===== config.mk =====
export PLATFORM = sky130hd
export DESIGN_NAME = debounce_multi
export DESIGN_NICKNAME = d
export VERILOG_FILES = /design/src/rtl/debounce_multi.sv
export SDC_FILE = /design/constraint.sdc
export NUM_CORES = 1
export LEC_CHECK = 0
export BUFFER_PORTS_ARGS = -buffer_cell sky130_fd_sc_hd__buf_2
export CELL_PAD_IN_SITES_DETAIL_PLACEMENT = 0
export CELL_PAD_IN_SITES_GLOBAL_PLACEMENT = 2
export CORE_UTILIZATION = 40
export CTS_BUF_LIST = sky130_fd_sc_hd__clkbuf_4 sky130_fd_sc_hd__clkbuf_8
export DETAILED_ROUTE_END_ITERATION = 7
export GPL_TIMING_DRIVEN = 0
export PLACE_DENSITY_LB_ADDON = 0.1
export SETUP_SLACK_MARGIN = 0.5
export SKIP_LAST_GASP = 1
export SLEW_MARGIN = 20
export SYNTH_ARGS = -nofsm -noshare
export SYNTH_HDL_FRONTEND = slang
export SYNTH_SLANG_ARGS = --single-unit

===== constraint.sdc =====
create_clock -name clk -period 2.3 [get_ports clk]
set_input_delay 0.46 -clock clk [delete_from_list [all_inputs] [get_ports clk]]
set_output_delay 0.46 -clock clk [all_outputs]
set_load 0.01 [all_outputs]

===== src/rtl/debounce_multi.sv =====
`default_nettype none
// +----------------------------------------------------------------------------+
// | Module : debounce_multi                                                    |
// | N-channel push-button debouncer: 2-flop synchroniser, 4-state FSM and      |
// | down-counter per channel; registered level, press and release ticks.       |
// | Optional hold-to-repeat tick compiled in with macro DEBOUNCE_REPEAT_EN.     |
// | Revision: 1.0                                                              |
// +----------------------------------------------------------------------------+
module debounce_multi #(
    parameter int N          = 2,
    parameter int DB_CYCLES  = 1000000,
    parameter bit ACTIVE_LOW = 1'b1,
    parameter int REP_DELAY  = 50000000,
    parameter int REP_PERIOD = 10000000
) (
    input  logic         clk,
    input  logic         reset,
    input  logic [N-1:0] btn,
    output logic [N-1:0] db_level,
    output logic [N-1:0] rise_tick,
    output logic [N-1:0] fall_tick,
    output logic [N-1:0] rep_tick
);

    localparam int                   c_TIMER_W    = $clog2(DB_CYCLES);
    localparam logic [c_TIMER_W-1:0] c_TIMER_LOAD = c_TIMER_W'(DB_CYCLES - 1);

`ifdef DEBOUNCE_REPEAT_EN
    localparam int                 c_REP_MAX   = (REP_DELAY > REP_PERIOD) ? REP_DELAY : REP_PERIOD;
    localparam int                 c_REP_W     = (c_REP_MAX > 1) ? $clog2(c_REP_MAX) : 1;
    localparam logic [c_REP_W-1:0] c_REP_DELAY_LOAD  = c_REP_W'(REP_DELAY - 1);
    localparam logic [c_REP_W-1:0] c_REP_PERIOD_LOAD = c_REP_W'(REP_PERIOD - 1);
`endif

    typedef enum logic [1:0] {
        ZERO  = 2'd0,
        WAIT1 = 2'd1,
        ONE   = 2'd2,
        WAIT0 = 2'd3
    } state_t;

    if (DB_CYCLES < 2 || REP_DELAY < 1 || REP_PERIOD < 1) begin : g_param_check
        $error("debounce_multi: illegal parameter value");
    end

    // Polarity is normalised before the synchroniser so every FSM sees 1 = pressed.
    logic [N-1:0] r_sync1;
    logic [N-1:0] r_sync2;

    always_ff @(posedge clk) begin
        if (reset) begin
            r_sync1 <= '0;
            r_sync2 <= '0;
        end else begin
            r_sync1 <= btn ^ {N{ACTIVE_LOW}};
            r_sync2 <= r_sync1;
        end
    end

    for (genvar i = 0; i < N; i++) begin : g_ch
        state_t               r_state;
        state_t               w_state_next;
        logic [c_TIMER_W-1:0] r_timer;
        logic [c_TIMER_W-1:0] w_timer_next;
        logic                 w_rise;
        logic                 w_fall;
        logic                 r_level;
        logic                 r_rise;
        logic                 r_fall;

        always_comb begin
            w_state_next = r_state;
            w_timer_next = r_timer;
            w_rise       = 1'b0;
            w_fall       = 1'b0;
            case (r_state)
                ZERO: begin
                    if (r_sync2[i]) begin
                        w_state_next = WAIT1;
                        w_timer_next = c_TIMER_LOAD;
                    end
                end
                WAIT1: begin
                    if (!r_sync2[i]) begin
                        w_state_next = ZERO;
                    end else if (r_timer == '0) begin
                        w_state_next = ONE;
                        w_rise       = 1'b1;
                    end else begin
                        w_timer_next = r_timer - c_TIMER_W'(1);
                    end
                end
                ONE: begin
                    if (!r_sync2[i]) begin
                        w_state_next = WAIT0;
                        w_timer_next = c_TIMER_LOAD;
                    end
                end
                WAIT0: begin
                    if (r_sync2[i]) begin
                        w_state_next = ONE;
                    end else if (r_timer == '0) begin
                        w_state_next = ZERO;
                        w_fall       = 1'b1;
                    end else begin
                        w_timer_next = r_timer - c_TIMER_W'(1);
                    end
                end
            endcase
        end

        always_ff @(posedge clk) begin
            if (reset) begin
                r_state <= ZERO;
                r_timer <= '0;
                r_level <= 1'b0;
                r_rise  <= 1'b0;
                r_fall  <= 1'b0;
            end else begin
                r_state <= w_state_next;
                r_timer <= w_timer_next;
                r_level <= (w_state_next == ONE) || (w_state_next == WAIT0);
                r_rise  <= w_rise;
                r_fall  <= w_fall;
            end
        end

        assign db_level[i]  = r_level;
        assign rise_tick[i] = r_rise;
        assign fall_tick[i] = r_fall;

`ifdef DEBOUNCE_REPEAT_EN
        // Counter freezes through release bounces (WAIT0) so a brief chatter does not restart the repeat cadence.
        logic [c_REP_W-1:0] r_rep_cnt;
        logic               r_rep;

        always_ff @(posedge clk) begin
            if (reset) begin
                r_rep_cnt <= '0;
                r_rep     <= 1'b0;
            end else begin
                r_rep <= 1'b0;
                if (w_rise) begin
                    r_rep_cnt <= c_REP_DELAY_LOAD;
                end else if (w_state_next == ZERO) begin
                    r_rep_cnt <= '0;
                end else if (r_state == ONE) begin
                    if (r_rep_cnt == '0) begin
                        r_rep     <= 1'b1;
                        r_rep_cnt <= c_REP_PERIOD_LOAD;
                    end else begin
                        r_rep_cnt <= r_rep_cnt - c_REP_W'(1);
                    end
                end
            end
        end

        assign rep_tick[i] = r_rep;
`else
        assign rep_tick[i] = 1'b0;
`endif
    end

endmodule
`default_nettype wire


==> run metrics <==
status complete, no violations; final setup fails 0; beginning of the worst hold path btn[0]; number of levels in the clock H-tree 2; critical path launch point type flop; count of boundary I/O pins 12; share of layout cells above drive strength 1 about two fifths; area enclosed by the die boundary approximately 0.0068 mm2; part of the power in combinational logic 23.5%; sequential fraction of the synthesis area between 40% and 50%; most frequently used flop master after synthesis sky130_fd_sc_hd__dfxtp_1; number of clock sinks between 50 and 60; number of synthesized register bits 54; Yosys warnings 0; count of filler cells inserted in the layout 544; area of the multi-input gates ~0.0017 mm2; final antenna diode count 0; number of antenna violations at the first check in global routing 0; routed via count divided by cell count 5.44; leakage between 1 and 1.5 nW; Max IR drop VDD 0.323 mV; Synth async-reset ratio 0%; Tmin final a little over 2 ns; average cell area after synthesis 9.03 um2; Routed WL per cell around 16 um; sum of negative setup slack 0 ns; via count of the first global-routing pass a little over 2000; IO Port Bufs 9; Setup crit start g_ch[1].r_timer[12]; Clock Tree Buf Depth 2; wire length of the first global-routing pass ~10000 um; Crit path required time 2.53 ns; final antenna-violating net count 0; largest net degree at the start of global routing 17; routability congestion estimate between 0.7 and 0.8; critical path endpoint category flop; setup repair after global routing missed its margin yes; number of unique standard cell types used by synthesis between 50 and 60; synth-to-layout area growth 36.9%; clock tree from TritonCTS built; slew at the pin with the worst max-slew slack approximately 0.7 ns; cell row count 28; TritonCTS buffer count 5; worst-case clock skew between 0.006 and 0.007 ns; number of hold violations in the final report 0; DP HPWL 3980 um; Worst slew margin a little over half; starting density of the core a little over two fifths; Detailed Routing Iterations Pass 1 4; Total Wirelength between 6000 and 7000 um; total gr overflow 0; area of the core region between 0.006 and 0.007 mm2; power share of the clock group 32.7%; share of the clock period used by the worst path after layout between 80 and 90%; number of violations of the max-capacitance limit 0; Die Y-Extent between 80 and 90 um; PwrDens 682 mW/mm2; post-synthesis cell area about 0.0026 mm2; post-detailed-route DRC marker count 0; Initial DRC Count 143; total global-route track usage 20.3%; Net Switching slightly below 700 uW; final standard cell utilization of the core between 50% and 60%; insertion delay to the later sink of the worst-skew pair 0.32 ns; Die Width 82.5 um; Max Clock Freq slightly below 500 MHz; clock root buffer sky130_fd_sc_hd__clkbuf_8; maximum fanout count along the critical path 4; net switching share of the total power between 20 and 30%; Worst Hold Class input port to flop; hold_buf cts 0; sequential cell area in the final layout approximately 0.0011 mm2; number of standard cells after synthesis 287; Final Max Slew Viols 0; part of the total power dissipated in sequential elements between 40% and 50%; Data arrival, critical path about 2.3 ns; clk slew on worst S/H paths approximately 0.10 ns; number of enable-type register cells in the synthesized netlist 0; category of the critical setup timing path flop to flop; Post-layout nets between 300 and 400; cell internal pwr between 1.5 and 2 mW; number of vias after detailed routing about 2200; worst reg2reg path startpoint g_ch[1].r_timer[12]
## through the flow
step / hold slack [ns] / instance area [um2] / cells / power [mW] / setup slack [ns]
after floorplan: 0.414 / 2650 / 288 / 1.35 / 0.360
after global placement: 0.420 / 2790 / 372 / 1.43 / 0.103
after detailed placement: 0.427 / 2790 / 372 / 1.44 / 0.0913
after CTS: 0.278 / 3340 / 404 / 2.35 / 0.256
after global routing: 0.283 / 3550 / 411 / 2.53 / 0.182
final: 0.285 / 3550 / 411 / 2.42 / 0.269
## cell usage in the layout, fill, tap and decap left out, drive strengths merged, types with 4 or more instances in the layout
cell    instances
nor4            6
nand4           5
and2            4
o21ai           7
nand2           7
dfxtp          54
nand2b          7
xnor2          10
a21oi          23
a311oi          9
or4             4
buf            51
nor4b           7
xor2           12
clkbuf         14
a31oi           5
nor2b           4
or3             7
inv             7
nor3           11
nand3           8
a211oi          5
nor2           34
## logic make-up (layout without fill, tap and decap cells)
| logic type | Yosys count | after routing | synth area share [%] |
|---|---|---|---|
| fa+ha+maj | 2 | 2 | 0.966 |
| other cells | 1 | 2 | 0.145 |
| simple gates | 116 | 116 | 27.3 |
| xor+xnor | 22 | 22 | 7.44 |
| mux | 2 | 2 | 0.773 |
| compound gates | 64 | 64 | 16.5 |
| buf+inv | 26 | 74 | 5.17 |
| flops | 54 | 54 | 41.7 |
## worst paths after layout
path / endpoint / slack [ns] / cells after the start
worst min register to register: r_sync2[1] / 0.45 / 1
worst max register to register: g_ch[1].r_rise / 0.27 / 5
worst max-delay path: g_ch[1].r_rise / 0.27 / 5
worst min-delay path: r_sync1[0] / 0.29 / 2
## sequential cells by signal, indices dropped and copies added (netlist names)
register	count
g_ch.r_rise	2
g_ch.r_state	4
r_sync2	2
g_ch.r_fall	2
g_ch.r_level	2
g_ch.r_timer	40
r_sync1	2
## layout make-up
cell class	count	area share, %
buffer	19	3.81
clock buffer	6	2.33
clock inverter	2	1.69
inverter	7	0.740
multi-input combinational	208	49.3
sequential	54	31.1
tap	75	2.64
timing repair buffer	40	8.46
## power groups by stage
| stage | registers (mW) | clock network, mW | logic, mW |
|---|---|---|---|
| 2_1_floorplan | 1.06 | 0 | 0.295 |
| 3_3_place_gp | 1.07 | 0 | 0.367 |
| 3_5_place_dp | 1.07 | 0 | 0.368 |
| 4_1_cts | 1.05 | 0.805 | 0.494 |
| 5_1_grt | 1.07 | 0.842 | 0.616 |
| 6_report | 1.06 | 0.790 | 0.569 |
## Yosys cell counts, drive strengths merged, types with 3 or more instances
cell | instances | share of area (%)
a2111oi | 3 | 1.0
a211oi | 5 | 1.4
a21oi | 23 | 4.7
a311oi | 9 | 3.0
a31oi | 5 | 1.2
and2 | 4 | 1.1
buf | 11 | 2.9
clkbuf | 8 | 1.2
dfxtp | 54 | 42
inv | 7 | 1.0
nand2 | 7 | 1.0
nand2b | 7 | 1.7
nand3 | 8 | 1.5
nand4 | 5 | 1.2
nor2 | 34 | 4.9
nor2b | 4 | 0.97
nor3 | 11 | 2.1
nor4 | 6 | 2.5
nor4b | 7 | 2.9
o211ai | 3 | 0.87
o21ai | 7 | 1.4
or3 | 7 | 1.9
or4 | 4 | 1.4
xnor2 | 10 | 3.4
xor2 | 12 | 4.1
## metal layers
metal	part of all wire (%)	track usage, %
met5	0	0
met4	0.99	7.37
met3	2.2	2.97
met2	44	28.8
met1	52	30.5
## worst max-delay path, cell delays in order (launching register included)
cell	delay, ns
sky130_fd_sc_hd__dfxtp_4	0.37
sky130_fd_sc_hd__or4_4	0.54
sky130_fd_sc_hd__or3_4	0.42
sky130_fd_sc_hd__nor4b_4	0.30
sky130_fd_sc_hd__nand2_2	0.12
sky130_fd_sc_hd__nor4b_2	0.21
## timing repair
action,4_1_cts,5_1_grt
cloned,1,0
endpoints found under the setup margin,49,49
pin swaps,15,10
gates resized for setup,51,38
buffers inserted,23,7
(Power assumes the default switching activity.)
